## src/rtl/seg_display_arbiter.sv

```systemverilog
// Round-robin arbiter that lets four requesters share one seven-segment display path.
// A new owner keeps the display for at least HOLD_CYCLES cycles. Handover is glitch-free.
module seg_display_arbiter #(
  parameter int          WIDTH       = 8,
  parameter int unsigned HOLD_CYCLES = 32'd100000000
) (
  input  logic               clock,
  input  logic               reset,
  input  logic [3:0]         req,
  input  logic [4*WIDTH-1:0] req_value,
  input  logic [3:0]         req_mode,
  output logic [3:0]         grant,
  output logic [WIDTH-1:0]   disp_value,
  output logic               disp_mode,
  output logic               disp_valid,
  output logic               switch_pulse
);

  typedef enum logic [1:0] {
    ST_IDLE = 2'd0,
    ST_HOLD = 2'd1,
    ST_OPEN = 2'd2
  } state_t;

  localparam logic [31:0] HOLD_LOAD = 32'(HOLD_CYCLES - 32'd1);

  state_t             state_r, state_next_s;
  logic [31:0]        cnt_r, cnt_next_s;
  logic [1:0]         ptr_r, ptr_next_s;
  logic [3:0]         grant_r, grant_next_s;
  logic [WIDTH-1:0]   value_r, value_next_s;
  logic               mode_r, mode_next_s;
  logic               valid_r, valid_next_s;
  logic               pulse_r, pulse_next_s;

  logic [3:0]         search_req_s;
  logic [2:0]         pick_s;
  logic               pick_found_s;
  logic [1:0]         pick_idx_s;
  logic [WIDTH-1:0]   pick_value_s;
  logic               owner_live_s;
  logic [WIDTH-1:0]   owner_value_s;

  // Returns {found, index} of the first set bit scanning from p+1 upward with wrap.
  function automatic logic [2:0] rr_search(input logic [3:0] r, input logic [1:0] p);
    logic [2:0] res;
    logic [1:0] idx;
    res = 3'b000;
    for (int k = 1; k <= 4; k++) begin
      idx = p + 2'(k);
      if (r[idx] && !res[2]) begin
        res = {1'b1, idx};
      end else begin
        res = res;
      end
    end
    return res;
  endfunction

  // Candidate selection; in OPEN the current owner is masked so a waiting requester wins.
  always_comb begin
    search_req_s  = (state_r == ST_OPEN) ? (req & ~grant_r) : req;
    pick_s        = rr_search(search_req_s, ptr_r);
    pick_found_s  = pick_s[2];
    pick_idx_s    = pick_s[1:0];
    pick_value_s  = req_value[int'(pick_idx_s)*WIDTH +: WIDTH];
    owner_live_s  = req[ptr_r];
    owner_value_s = req_value[int'(ptr_r)*WIDTH +: WIDTH];
  end

  // Next-state and next-output logic for the arbitration FSM.
  always_comb begin
    state_next_s = state_r;
    cnt_next_s   = cnt_r;
    ptr_next_s   = ptr_r;
    grant_next_s = grant_r;
    value_next_s = value_r;
    mode_next_s  = mode_r;
    valid_next_s = valid_r;
    pulse_next_s = 1'b0;

    case (state_r)
      ST_IDLE: begin
        if (pick_found_s) begin
          state_next_s = ST_HOLD;
          cnt_next_s   = HOLD_LOAD;
          ptr_next_s   = pick_idx_s;
          grant_next_s = 4'b0001 << pick_idx_s;
          value_next_s = pick_value_s;
          mode_next_s  = req_mode[pick_idx_s];
          valid_next_s = 1'b1;
          pulse_next_s = 1'b1;
        end else begin
          state_next_s = ST_IDLE;
        end
      end
      ST_HOLD: begin
        if (cnt_r == 32'd0) begin
          state_next_s = ST_OPEN;
        end else begin
          cnt_next_s = cnt_r - 32'd1;
        end
        // A dropped owner keeps the display but its last sampled value stays frozen.
        if (owner_live_s) begin
          value_next_s = owner_value_s;
          mode_next_s  = req_mode[ptr_r];
        end else begin
          value_next_s = value_r;
        end
      end
      ST_OPEN: begin
        if (pick_found_s) begin
          state_next_s = ST_HOLD;
          cnt_next_s   = HOLD_LOAD;
          ptr_next_s   = pick_idx_s;
          grant_next_s = 4'b0001 << pick_idx_s;
          value_next_s = pick_value_s;
          mode_next_s  = req_mode[pick_idx_s];
          valid_next_s = 1'b1;
          pulse_next_s = 1'b1;
        end else if (owner_live_s) begin
          value_next_s = owner_value_s;
          mode_next_s  = req_mode[ptr_r];
        end else begin
          state_next_s = ST_IDLE;
          grant_next_s = 4'b0000;
          valid_next_s = 1'b0;
        end
      end
      default: begin
        state_next_s = ST_IDLE;
        grant_next_s = 4'b0000;
        valid_next_s = 1'b0;
      end
    endcase
  end

  // State and registered outputs.
  always_ff @(posedge clock or posedge reset) begin
    if (reset) begin
      state_r <= ST_IDLE;
      cnt_r   <= 32'd0;
      ptr_r   <= 2'd3;
      grant_r <= 4'b0000;
      value_r <= '0;
      mode_r  <= 1'b1;
      valid_r <= 1'b0;
      pulse_r <= 1'b0;
    end else begin
      state_r <= state_next_s;
      cnt_r   <= cnt_next_s;
      ptr_r   <= ptr_next_s;
      grant_r <= grant_next_s;
      value_r <= value_next_s;
      mode_r  <= mode_next_s;
      valid_r <= valid_next_s;
      pulse_r <= pulse_next_s;
    end
  end

  assign grant        = grant_r;
  assign disp_value   = value_r;
  assign disp_mode    = mode_r;
  assign disp_valid   = valid_r;
  assign switch_pulse = pulse_r;

endmodule

```

## config.mk

```make
export PLATFORM = sky130hd
export DESIGN_NAME = seg_display_arbiter
export DESIGN_NICKNAME = d
export VERILOG_FILES = /design/src/rtl/seg_display_arbiter.sv
export SDC_FILE = /design/constraint.sdc
export NUM_CORES = 1
export LEC_CHECK = 0
export BUFFER_PORTS_ARGS = -buffer_cell sky130_fd_sc_hd__buf_2
export CORE_MARGIN = 5
export CORE_UTILIZATION = 57
export DETAILED_ROUTE_END_ITERATION = 7
export PLACE_DENSITY = 0.77
export SLEW_MARGIN = 5
export SYNTH_ARGS = -nofsm -noshare
export SYNTH_HDL_FRONTEND = slang
export SYNTH_SLANG_ARGS = --single-unit
```

## constraint.sdc

```tcl
create_clock -name clock -period 2.9 [get_ports clock]
set_input_delay 0.58 -clock clock [delete_from_list [all_inputs] [get_ports clock]]
set_output_delay 0.58 -clock clock [all_outputs]
set_load 0.02 [all_outputs]
```

Word-level counts from Yosys, hierarchy flattened
Cells that the tools add are included.
Storage, ports and cells
  bits in registers: 51
  logic and storage cells: 91
Operators by class
  $add $sub $neg: 4
  magnitude comparators: 5
  equality and inequality tests: 7
  shift-type cells: 3
  muxes and demuxes: 45
  bitwise logic cells: 3
  reduce and logical (&&, ||, !) cells: 16
Operators with widths (number)
  $mux 32: 2
  $pmux 32 s2: 1
  $shiftx 32x6->8: 2
  $logic_not 32->1: 1
  $sub 32x1->32 const B: 1
  $mux 8: 3
  $pmux 8 s3: 1
  $mux 1: 16
  $mux 4: 4
  $lt 2x3->1 const B: 5
  $bmux 1 s2: 7
  $mux 3: 4
  $pmux 4 s3: 1
  $mux 2: 3
  $ne 2x2->1 const B: 3
  $pmux 1 s3: 2
  $pmux 2 s3: 1
  $reduce_and 2->1: 3
  $reduce_and 3->1: 2
  $add 2x2->2 const B: 2
  $and 4x4->4: 1
  $not 4->4: 1
  $shl 1x2->4 const A: 1
  $logic_and 1x1->1: 3
  11 further kinds: 13

Depth between registers and ports, before layout
  word-level depth: 19
  depth in mapped cells: 11
  depth with buffers taken out: 8

Least setup slack after synthesis
No wires, ideal clock.
  path kind: register to register
  start: register state_r[0]
  end: register value_r[1] (netlist: disp_value[1])
  setup time: 0.140 ns
  arrival time: 2.055 ns
  required time: 2.760 ns
  setup slack: 0.705 ns
  cell stages (with the launch flop): 10
  path buffers: 2
  path through: dfrtp_1 -> inv_1 -> ha_1 -> buf_2 -> o211ai_2 -> nor3_1 -> a211o_1 -> clkbuf_1 -> a22oi_1 -> o2111ai_1
On the way
  cells in the longest elaborated chain, start to end: 17
Ends and longest elaborated chain
  start, declared: RTL line 27  | state_t state_r, state_next_s;
  start signal, assigned: RTL line 150  | state_r <= state_next_s;
  $eq 2x2->1: RTL line 62, 82
  $mux 4: RTL line 62  | search_req_s = (state_r == ST_OPEN) ? (req & ~grant_r) : req;
  $bmux 1 s2: RTL line 51  | if (r[idx] && !res[2]) begin
  $mux 1 (not written as such): RTL line 51
  $mux 3: RTL line 51
  $logic_not 1->1: RTL line 51
  $logic_and 1x1->1: RTL line 51
  $mux 3: RTL line 51
  $logic_not 1->1: RTL line 51
  $logic_and 1x1->1: RTL line 51
  $mux 3: RTL line 51
  $logic_not 1->1: RTL line 51
  $logic_and 1x1->1: RTL line 51
  $mux 3: RTL line 51
  $shiftx 32x6->8: RTL line 66  | pick_value_s = req_value[int'(pick_idx_s)*WIDTH +: WIDTH];
  $mux 8, on equally long branches: RTL line 112, 84
  $pmux 8 s3: RTL line 82  | case (state_r)
  end signal, assigned: RTL line 154  | value_r <= value_next_s;
  end, declared: RTL line 31  | logic [WIDTH-1:0] value_r, value_next_s;
Several ways; a longest one is shown, not always the timed one. The select of a mux whose other input is x is not followed.
A chain may end at the register's enable or synchronous reset.

Worst setup path after layout
  start: register state_r[0]
  end: register value_r[0] (netlist: disp_value[0])
Same word-level chain as after synthesis.

==> run_results.csv <==
group,metric,value,unit
status,status,"completed",
logic_synthesis,syn_avg_cell_area,10.0,um^2
setup_path,cp.buffers_inverters,1,
logic_synthesis,synth.area.mux_share,9.19,%
setup_path,cp_slowest_cell,"nor4b_4",
setup_path,critPathKind,"reg2reg",
power_and_ir_drop,p_leak,1.64,nW
clock_network,cts.htree.levels,2,
sta,finalSetupViolCount,0,
sta,min_period,2.67,ns
global_route,grt_usage,22.3,%
logic_synthesis,synth_nets,401,
sta,fin_ws,0.232,ns
sta,skew,0.0140,ns
sta,max_freq,375,MHz
sta,tightestPinTransition,0.623,ns
sta,min_period_over_period,92.0,%
placement,pre_cts_slack,0.278,ns
finish,nets,460,
floorplan,start_util,59.1,%
drt,routed_wl,8430,um
power_and_ir_drop,irDropWorstVdd,0.589,mV
sta,finalSetupTns,0,ns
global_route,grt_use_met3,3.07,%
clock_network,numCtsBuffers,5,
drt,viasPerCell,6.25,
logic_synthesis,ys_warn_count,0,
logic_synthesis,synth_seq_cells,51,
logic_synthesis,ys_async_sr_fraction,100,%
finish,layout-drive-gt1-share,30.5,%
logic_synthesis,syn_area,3540,um^2
setup_path,r2r_end,"disp_value[0]",
sta,rsz0062_at_grt,"no",
floorplan,core.rowCount,28,
logic_synthesis,ys_seq_area_share,36.2,%
finish,antennaDiodeCount,0,
setup_path,startpoint_type,"flip-flop",
global_route,top_usage_layer,"met2",
worst_hold_path,min_path_type,"in2async",
logic_synthesis,synth.distinct_cells,64,
finish,area_growth,15.1,%
sta,maxSlewHeadroom,58.3,%
floorplan,die_y,88.8,um
power_and_ir_drop,p_per_area,737,nW/um^2
global_route,grt_pass1_vias,3108,
setup_path,worst-r2r-setup-slack,0.23,ns
setup_path,r2r-start,"state_r[0]",
clock_network,cts.root.buffer_cell,"clkbuf_8",
drt,drt_iter0_drc,188,
drt,wire_per_inst,17.3,um
logic_synthesis,synthAdderAreaFrac,2.12,%
sta,maxSlewViolCount,0,
logic_synthesis,synth_top_family_by_area,"simple AND/OR/NAND/NOR gates",
global_route,grt_max_degree,29,
drt,drc,0,
logic_synthesis,synth_edf_count,0,
power_and_ir_drop,p_total,0.00300,W
floorplan,core,5990,um^2
placement,dp_hpwl,6200,um
setup_path,cp_data_arrival_time,2.88,ns
setup_path,cp_max_fo,15,
drt,antenna_left,0,
global_route,use_met1,31.4,%
logic_synthesis,synth_xor_area_share,5.44,%
drt,dr.pass1.iters,4,
global_route,grt_antenna_before_repair,0,
clock_network,cts_buffer_depth,2,
job,drv_cap,0,
sta,whs,0.298,ns
placement,io_buffers,56,
floorplan,io_pins,57,
setup_path,cp_cell_sequence,"inv_1 > ha_1 > o211ai_2 > nor3_1 > nor4b_4 > a22oi_1 > o2111ai_1",
sta,final-hold-violation-count,0,
clock_network,clock_latency,0.31,ns
global_route,use_met2,37.7,%
floorplan,die_x,88.8,um
logic_synthesis,syn_inst,353,
global_route,grt_pass1_wl,14300,um
logic_synthesis,synth_simple_gate_area_share,27.1,%
setup_path,reg2regPathDepth,7,
floorplan,dieArea,7890,um^2
clock_network,ctsHoldBuffers,0,
clock_network,post_cts_buffers,0,
logic_synthesis,synth_flop_cell,"dfrtp_1",
setup_path,path_delay_family,"compound AO/OA/AOI/OAI gates",
logic_synthesis,synth_compound_area_share,16.1,%
placement,globalplace.congestion,0.939,
setup_path,crit_path_max_incr_delay,0.64,ns
setup_path,required,3.11,ns
global_route,overflow,0,
clock_network,cts.repair.resized,0,
clock_network,clk_pin_slew_worst_paths,0.10,ns
drt,num_vias,3051,
clock_network,cts_tree,"built",
setup_path,cp-end-kind,"flip-flop",
clock_network,cts_sinks,51,
[synthesized netlist by cell type, types with 6 or more instances]
library cell / number / area, um^2
mux2i_1: 10 / 100
nand3_1: 22 / 110
nand2_1: 35 / 131
ha_1: 6 / 75.1
clkbuf_1: 7 / 26.3
buf_2: 7 / 35.0
xnor2_1: 22 / 193
mux4_2: 10 / 225
a21oi_1: 6 / 30.0
or3_1: 8 / 50.1
a22oi_1: 9 / 67.6
nor4_1: 8 / 50.1
nor3_1: 12 / 60.1
nor2_1: 24 / 90.1
nor3_2: 6 / 60.1
dfrtp_1: 48 / 1200
o2111ai_1: 9 / 78.8
inv_1: 12 / 45.0
[worst reg2reg max path, stage by stage, from the launching register on]
cell       delay, ns
dfrtp_1         0.39
inv_1           0.09
ha_1            0.39
o211ai_2        0.57
nor3_1          0.18
nor4b_4         0.64
a22oi_1         0.19
o2111ai_1       0.13
[cell usage in the layout, fill, tap and decap left out, types with 3 or more instances in the layout]
| master | netlist | routed |
|---|---|---|
| buf_2 | 7 | 56 |
| dfrtp_1 | 48 | 48 |
| nand2_1 | 35 | 35 |
| nor2_1 | 24 | 24 |
| nand3_1 | 22 | 22 |
| xnor2_1 | 22 | 22 |
| buf_4 | 2 | 13 |
| nor3_1 | 12 | 12 |
| inv_1 | 12 | 11 |
| mux2i_1 | 10 | 10 |
| mux4_2 | 10 | 10 |
| a22oi_1 | 9 | 9 |
| o2111ai_1 | 9 | 9 |
| nor4_1 | 8 | 8 |
| or3_1 | 8 | 8 |
| nor3_2 | 6 | 6 |
| a21oi_1 | 6 | 6 |
| ha_1 | 6 | 6 |
| nand2b_1 | 5 | 5 |
| nor4_4 | 5 | 5 |
| nor4_2 | 5 | 5 |
| o21ai_0 | 5 | 5 |
| o21ai_1 | 5 | 5 |
| clkbuf_8 | 0 | 5 |
| or2_1 | 3 | 3 |
| o31ai_1 | 3 | 3 |
| nand4_1 | 3 | 3 |
| and3_1 | 3 | 3 |
| a21bo_2 | 3 | 3 |
| a21o_1 | 3 | 3 |
| dfstp_2 | 3 | 3 |
[power by group]
| group | switching (W) | internal (W) | total [W] |
|---|---|---|---|
| Combinational | 0.000842 | 0.000584 | 0.00143 |
| Clock | 0.000239 | 0.000345 | 0.000584 |
| Sequential | 0.000137 | 0.000852 | 0.000989 |
| Total | 0.00122 | 0.00178 | 0.00300 |
[worst max-delay path by stage]
stage	startpoint	depth (start not counted)	endpoint
floorplan	state_r[0]	9	disp_value[1]
global placement	state_r[0]	7	cnt_r[26]
detailed placement	state_r[0]	7	cnt_r[26]
CTS	state_r[0]	7	cnt_r[26]
global route	state_r[0]	8	disp_value[1]
finish	state_r[0]	7	disp_value[0]
[cell families (layout without fill, tap and decap cells)]
logic type,count (synthesis),count (layout)
mux,20,20
simple gates,154,154
flops,51,51
xor+xnor,22,22
buf+inv,30,90
fa+ha+maj,6,6
compound gates,70,70
[registers in the layout, indices dropped and copies added, names as in the netlist]
signal	count
cnt_r	32
disp_value	8
grant	4
ptr_r	2
state_r	2
disp_mode	1
disp_valid	1
switch_pulse	1
[cell type report]
cell class | instances | area [um^2]
Clock buffer | 6 | 72.6
Clock inverter | 2 | 60.1
Fill cell | 463 | 1920
Inverter | 12 | 45.0
Multi-Input combinational cell | 272 | 2120
Sequential cell | 51 | 1280
Tap cell | 75 | 93.8
Timing Repair Buffer | 70 | 398
[per-layer routing]
layer	vias up	share of wire [%]
li1	1455	-
met5	-	0
met4	0	0.23
met2	103	49
met3	4	5.4
met1	1489	45
[through the flow]
| stage | std cells | cell area, um^2 | utilization [%] |
|---|---|---|---|
| finish | 488 | 4070 | 68.0 |
| floorplan | 353 | 3540 | - |
| detailed placement | 480 | 3940 | 65.8 |
| global placement | 480 | 3940 | 65.8 |
| global route | 488 | 4070 | 68.0 |
| CTS | 488 | 4070 | 68.0 |
No activity file was read; power rests on OpenSTA's default activity.
